**config.mk**
```make
export PLATFORM = sky130hd
export DESIGN_NAME = sram_burst_ctrl
export DESIGN_NICKNAME = d
export VERILOG_FILES = /design/src/rtl/sram_burst_ctrl.sv
export SDC_FILE = /design/constraint.sdc
export NUM_CORES = 1
export LEC_CHECK = 0
export BUFFER_PORTS_ARGS = -buffer_cell sky130_fd_sc_hd__buf_2
export CORE_ASPECT_RATIO = 1.5
export CORE_MARGIN = 2
export CORE_UTILIZATION = 50
export DETAILED_ROUTE_END_ITERATION = 8
export PLACE_DENSITY_LB_ADDON = 0.2
export SLEW_MARGIN = 30
export SYNTH_ARGS = -nofsm -noshare
export SYNTH_HDL_FRONTEND = slang
export SYNTH_SLANG_ARGS = --single-unit
```
**constraint.sdc**
```tcl
create_clock -name clk -period 3.2 [get_ports clk]
set_input_delay 0 -clock clk [delete_from_list [all_inputs] [get_ports clk]]
set_output_delay 0 -clock clk [all_outputs]
set_load 0.02 [all_outputs]
```
**src/rtl/sram_burst_ctrl.sv**
```systemverilog
// sram_burst_ctrl: initiator-side burst controller for a single-port SRAM macro with
// active-low csb0/web0, negedge write commit and combinational read data.
//
// Ports:
//   clk, rst_n                          clock, asynchronous active-low reset
//   cmd_valid/cmd_ready/cmd_write       burst command handshake (accepted only in idle)
//   cmd_addr, cmd_len                   burst start address and beat count (0..RAM_DEPTH)
//   wdata_valid/wdata_ready/wdata       write-beat stream
//   rdata_valid/rdata_ready/rdata       read-beat stream from a 2-entry response FIFO
//   rdata_last                          marks the final beat of a read burst
//   done                                one-cycle burst-complete pulse
//   busy                                controller not idle
//   csb0, web0, addr0, din0             registered SRAM port outputs
//   dout0                               SRAM read data, valid during a read cycle
module sram_burst_ctrl #(
  parameter int unsigned DATA_WIDTH = 64,
  parameter int unsigned ADDR_WIDTH = 5,
  parameter int unsigned RAM_DEPTH  = 1 << ADDR_WIDTH
) (
  input  logic                  clk,
  input  logic                  rst_n,
  input  logic                  cmd_valid,
  output logic                  cmd_ready,
  input  logic                  cmd_write,
  input  logic [ADDR_WIDTH-1:0] cmd_addr,
  input  logic [ADDR_WIDTH:0]   cmd_len,
  input  logic                  wdata_valid,
  output logic                  wdata_ready,
  input  logic [DATA_WIDTH-1:0] wdata,
  output logic                  rdata_valid,
  input  logic                  rdata_ready,
  output logic [DATA_WIDTH-1:0] rdata,
  output logic                  rdata_last,
  output logic                  done,
  output logic                  busy,
  output logic                  csb0,
  output logic                  web0,
  output logic [ADDR_WIDTH-1:0] addr0,
  output logic [DATA_WIDTH-1:0] din0,
  input  logic [DATA_WIDTH-1:0] dout0
);

  localparam logic [ADDR_WIDTH-1:0] LastAddr = ADDR_WIDTH'(RAM_DEPTH - 1);
  localparam logic [ADDR_WIDTH-1:0] AddrOne  = ADDR_WIDTH'(1);
  localparam logic [ADDR_WIDTH:0]   CntOne   = (ADDR_WIDTH + 1)'(1);

  typedef enum logic [1:0] {StIdle, StWr, StRd, StFin} state_e;

  state_e r_state, w_state_nxt;

  // Burst bookkeeping: r_cnt counts accepted write beats or issued read beats.
  logic [ADDR_WIDTH:0]   r_len;
  logic [ADDR_WIDTH:0]   r_cnt;
  logic [ADDR_WIDTH-1:0] r_cur_addr;

  // SRAM port registers plus a tag describing the read currently on the port.
  logic                  r_csb0;
  logic                  r_web0;
  logic [ADDR_WIDTH-1:0] r_addr0;
  logic [DATA_WIDTH-1:0] r_din0;
  logic                  r_rd_inflight;
  logic                  r_rd_last;

  // 2-entry response FIFO.
  logic [DATA_WIDTH-1:0] r_fifo_data [2];
  logic [1:0]            r_fifo_last;
  logic                  r_wr_ptr;
  logic                  r_rd_ptr;
  logic [1:0]            r_count;

  logic                  w_cmd_hs;
  logic                  w_wr_hs;
  logic                  w_pop;
  logic                  w_push;
  logic                  w_rd_issue;
  logic                  w_issue_last;
  logic [ADDR_WIDTH-1:0] w_issue_addr;
  logic [ADDR_WIDTH:0]   w_cnt_base;
  logic [2:0]            w_occ;

  function automatic logic [ADDR_WIDTH-1:0] addr_inc(input logic [ADDR_WIDTH-1:0] a);
    return (a == LastAddr) ? '0 : a + AddrOne;
  endfunction

  assign w_cmd_hs    = cmd_valid && cmd_ready;
  assign w_wr_hs     = wdata_valid && wdata_ready;
  assign rdata_valid = (r_count != 2'd0);
  assign w_pop       = rdata_valid && rdata_ready;
  // A read on the port this cycle lands in the FIFO at the closing posedge.
  assign w_push      = r_rd_inflight;
  // Slots committed after this edge: stored beats not leaving now, plus the read in flight.
  assign w_occ       = {1'b0, r_count} + {2'b00, r_rd_inflight} - {2'b00, w_pop};
  assign w_cnt_base  = (r_state == StIdle) ? '0 : r_cnt;

  assign rdata      = r_fifo_data[r_rd_ptr];
  assign rdata_last = rdata_valid && r_fifo_last[r_rd_ptr];
  assign busy       = (r_state != StIdle);
  assign csb0       = r_csb0;
  assign web0       = r_web0;
  assign addr0      = r_addr0;
  assign din0       = r_din0;

  always_comb begin
    w_state_nxt  = r_state;
    cmd_ready    = 1'b0;
    wdata_ready  = 1'b0;
    done         = 1'b0;
    w_rd_issue   = 1'b0;
    w_issue_last = 1'b0;
    w_issue_addr = r_cur_addr;
    case (r_state)
      StIdle: begin
        cmd_ready = 1'b1;
        if (cmd_valid) begin
          if (cmd_len == '0) begin
            w_state_nxt = StFin;
          end else if (cmd_write) begin
            w_state_nxt = StWr;
          end else begin
            // First read goes out on the handshake edge to reach 2-cycle latency.
            w_state_nxt  = StRd;
            w_rd_issue   = 1'b1;
            w_issue_addr = cmd_addr;
            w_issue_last = (cmd_len == CntOne);
          end
        end
      end
      StWr: begin
        wdata_ready = (r_cnt < r_len);
        // Once every beat is accepted, the final write is on the port this cycle.
        if (r_cnt == r_len) begin
          done        = 1'b1;
          w_state_nxt = StIdle;
        end
      end
      StRd: begin
        if ((r_cnt < r_len) && (w_occ < 3'd2)) begin
          w_rd_issue   = 1'b1;
          w_issue_last = ((r_cnt + CntOne) == r_len);
        end
        if (w_pop && r_fifo_last[r_rd_ptr]) begin
          done        = 1'b1;
          w_state_nxt = StIdle;
        end
      end
      StFin: begin
        done        = 1'b1;
        w_state_nxt = StIdle;
      end
      default: w_state_nxt = StIdle;
    endcase
  end

  always_ff @(posedge clk or negedge rst_n) begin
    if (!rst_n) begin
      r_state <= StIdle;
    end else begin
      r_state <= w_state_nxt;
    end
  end

  always_ff @(posedge clk or negedge rst_n) begin
    if (!rst_n) begin
      r_len      <= '0;
      r_cnt      <= '0;
      r_cur_addr <= '0;
    end else begin
      if (w_cmd_hs) begin
        r_len <= cmd_len;
      end
      if (w_rd_issue || w_wr_hs) begin
        r_cnt      <= w_cnt_base + CntOne;
        r_cur_addr <= addr_inc(w_issue_addr);
      end else if (w_cmd_hs) begin
        r_cnt      <= '0;
        r_cur_addr <= cmd_addr;
      end
    end
  end

  always_ff @(posedge clk or negedge rst_n) begin
    if (!rst_n) begin
      r_csb0        <= 1'b1;
      r_web0        <= 1'b1;
      r_addr0       <= '0;
      r_din0        <= '0;
      r_rd_inflight <= 1'b0;
      r_rd_last     <= 1'b0;
    end else begin
      r_rd_inflight <= w_rd_issue;
      r_rd_last     <= w_issue_last;
      if (w_wr_hs) begin
        r_csb0  <= 1'b0;
        r_web0  <= 1'b0;
        r_addr0 <= r_cur_addr;
        r_din0  <= wdata;
      end else if (w_rd_issue) begin
        r_csb0  <= 1'b0;
        r_web0  <= 1'b1;
        r_addr0 <= w_issue_addr;
      end else begin
        r_csb0 <= 1'b1;
        r_web0 <= 1'b1;
      end
    end
  end

  always_ff @(posedge clk or negedge rst_n) begin
    if (!rst_n) begin
      r_fifo_data[0] <= '0;
      r_fifo_data[1] <= '0;
      r_fifo_last    <= '0;
      r_wr_ptr       <= 1'b0;
      r_rd_ptr       <= 1'b0;
      r_count        <= 2'd0;
    end else begin
      if (w_push) begin
        r_fifo_data[r_wr_ptr] <= dout0;
        r_fifo_last[r_wr_ptr] <= r_rd_last;
        r_wr_ptr              <= ~r_wr_ptr;
      end
      if (w_pop) begin
        r_rd_ptr <= ~r_rd_ptr;
      end
      case ({w_push, w_pop})
        2'b10:   r_count <= r_count + 2'd1;
        2'b01:   r_count <= r_count - 2'd1;
        default: r_count <= r_count;
      endcase
    end
  end

endmodule

```
==> flow_summary.ini <==
[synthesis]
synth_top_area_share_pct = 56.06
async_flop_share_pct = 100.0
synthesis.area_per_instance_sq_um = 12.06
netlist.top_cell.by_area = dfrtp_1
ys_ff_latch = 226
ys_warn_count = 0
synth-edff-count = 0
post-synth-top-count-cell = dfrtp_1
post_synth_most_frequent_cells = 224 x dfrtp_1, 208 x nand2_1, 203 x mux2_2
syn_nets = 985
yosysUniqueCellTypes = 56
synthesis.area_sq_mm = 0.009998
synth_seq_area_share_pct = 56.59
synth.top_cells.by_area = dfrtp_1 56%, mux2_2 23%, nand2_1 7.8%, ha_1 1.3%, a21oi_1 0.85%
ys.flop_type = dfrtp_1
syn-instance-count = 829

[detailed_routing]
avgViaCountPerCell = 5.125
routed_wl_mm = 25.79
drt_pass1_iterations = 5
first_iter_violations = 333
drc = 0
antenna_left = 0
num_vias = 7806
wl_per_cell_um = 16.93

[floorplanning]
die_height_um = 177.2
floorplan.core_area_sq_mm = 0.01971
start_util_pct = 50.74
top_level_ports = 286
row_count = 63
die_x_um = 119.5
fp.dieArea_sq_mm = 0.02117

[clocking]
clk_transition_reported_paths_ps = 60
tritoncts = done
cts.htree.levels = 1
clk_root_buffer_cell = clkbuf_16
clk_buf_depth = 3
post_cts_buffers = 0
clk_latency_ps = 500
cts_inserted_buffers = 22
numClockSinks = 226

[place]
place.port_buffers = 285
place_hpwl_mm = 15.55
place_congestion = 0.9006
dpl_worst_slack_ps = 370.0

[pwr]
maximum_ir_drop_on_the_vdd_rail_mv = 0.6389
power_density_mw_per_mm2 = 1048
leak_nw = 6.782

[grt]
antenna_found_initial = 0
grt-ovfl-total = 0
grt_first_pass_wirelength_mm = 41.41
first_global_vias = 8440
grt_start_max_net_pins = 107
grt.total_usage_pct = 24.02

[setup_path]
delay_heaviest_family_cp = simple AND/OR/NAND/NOR gates
endpoint_kind = flop
cp.required_ps = 3580
critical_path.max_fanout = 9
crit_path_start_kind = flop
worstPathBufferInverterCount = 2
worst-setup-path-type = flop to flop
timing.critical_path.cells = nand2_1, nor2_1, a21oi_1, nand2b_1, fa_1, xor2_1, nor4b_2, buf_4, a31oi_4, inv_4, nor2_4, mux2_4
max_stage_delay_ps = 470
timing.critical_path.slowest_stage_cell = dfrtp_1
worst_ep_arrival_time_ps = 3220

[finish]
antennaDiodeCount = 0
share_of_final_layout_standard_cells_stronger_than_drive_strength_1_pct = 43.94
fin_util_pct = 70.36
nets = 1403
syn2layout_area_growth_pct = 38.67
final.fill_count = 1370

[sta]
setup_violations = 0
final_max_slew_viols = 0
worst_hold_slack_ps = 90.68
post-route-worst-setup-slack_ps = 360.9
period_needed_ps = 2839
slew_worst_pin_ps = 819.5
fin_crit_sh_pct = 88.72
max_freq_mhz = 352.2
clock_skew_ps = 12.00
timing.max_slew.rel_slack_pct = 45.37
report.final.hold_viol_count = 0
rsz_0062_raised_after_global_routing = false
fin_setup_tns_ps = 0

[outcome]
status = completed

[flow_run]
timing.max_cap.violations = 0

[worst_hold_path]
holdCritPathClass = input pin to asynchronous set/reset pin
[layout make-up]
class                   count  area (sq um)  area share [%]
flip-flops and latches    226          5659           40.82
clock buffers              28         624.3           4.503
clock inverters            12         115.1          0.8302
repair buffers            438          2993           21.59
multi-input cells         545          4093           29.52
well taps                 260         325.3           2.346
inverters                  14         55.05          0.3971
[cell families (layout without fill, tap and decap cells)]
group           Yosys count  after routing  share of synthesized area (%)
simple gates            263            263                          11.18
flops                   226            226                          56.59
compound gates           48             48                          3.454
xor+xnor                 14             14                          1.226
fa+ha+maj                11             11                          1.452
mux                     209            209                          23.51
buf+inv                  58            492                          2.590
[where the power goes]
| group | internal, mW | switching [mW] |
|---|---|---|
| clock network | 1.54 | 1.08 |
| logic | 3.04 | 3.76 |
| registers | 4.27 | 0.838 |
| total | 8.86 | 5.68 |
[state kept, by name, summed over array words and instances, names as in the netlist, 2 cells and up]
signal / cells
r_fifo_data: 128
din0: 64
r_cnt: 6
r_len: 6
addr0: 5
r_cur_addr: 5
r_count: 2
r_fifo_last: 2
r_state: 2
[timing repair]
action,4_1_cts,5_1_grt
resized for setup,0,0
hold endpoints to repair,318,0
hold buffers,143,0
[per-layer routing]
metal,share of wire (%),track usage (%),vias to the layer above
met2,52,44.76,269
met3,6.3,4.961,41
met1,39,27.45,3848
met5,0,0,-
met4,2.4,7.353,0
li1,-,-,3648
[stage by stage]
stage	instances	total power [mW]	area, sq um
2_1_floorplan	829	9.662	9998
3_3_place_gp	1340	11.58	11690
3_5_place_dp	1340	11.71	11690
4_1_cts	1523	14.56	13860
5_1_grt	1523	15.41	13860
6_report	1523	14.53	13860
[cell usage in the layout, fill, tap and decap left out, types with 3 or more instances in the layout]
cell             n
nand3_1         12
o21ai_0          3
dlygate4sd3_1  143
buf_4            6
buf_2          284
nor2_1          15
nand2b_1         4
xnor2_1          7
o22ai_1          5
clkbuf_16       23
xor2_1           7
clkinv_2         8
mux2_2         203
a21oi_1         17
mux2i_1          5
buf_12           4
nand2_1        207
clkbuf_8         3
inv_1           12
and4_1           4
dfrtp_1        223
ha_1            10
[path summary, 6_finish.rpt]
path	startpoint	end	slack, ps	cells past startpoint
max in group asynchronous	rst_n	din0[38]	2190	3
hold reg to reg	din0[33]	din0[33]	470	2
min in group clk	wdata_valid	csb0	180	4
setup / recovery	r_count[1]	r_cur_addr[4]	360	12
hold / removal	rst_n	r_fifo_data[48]	90	2
setup reg to reg	r_count[1]	r_cur_addr[4]	360	12
(Power assumes the default switching activity.)
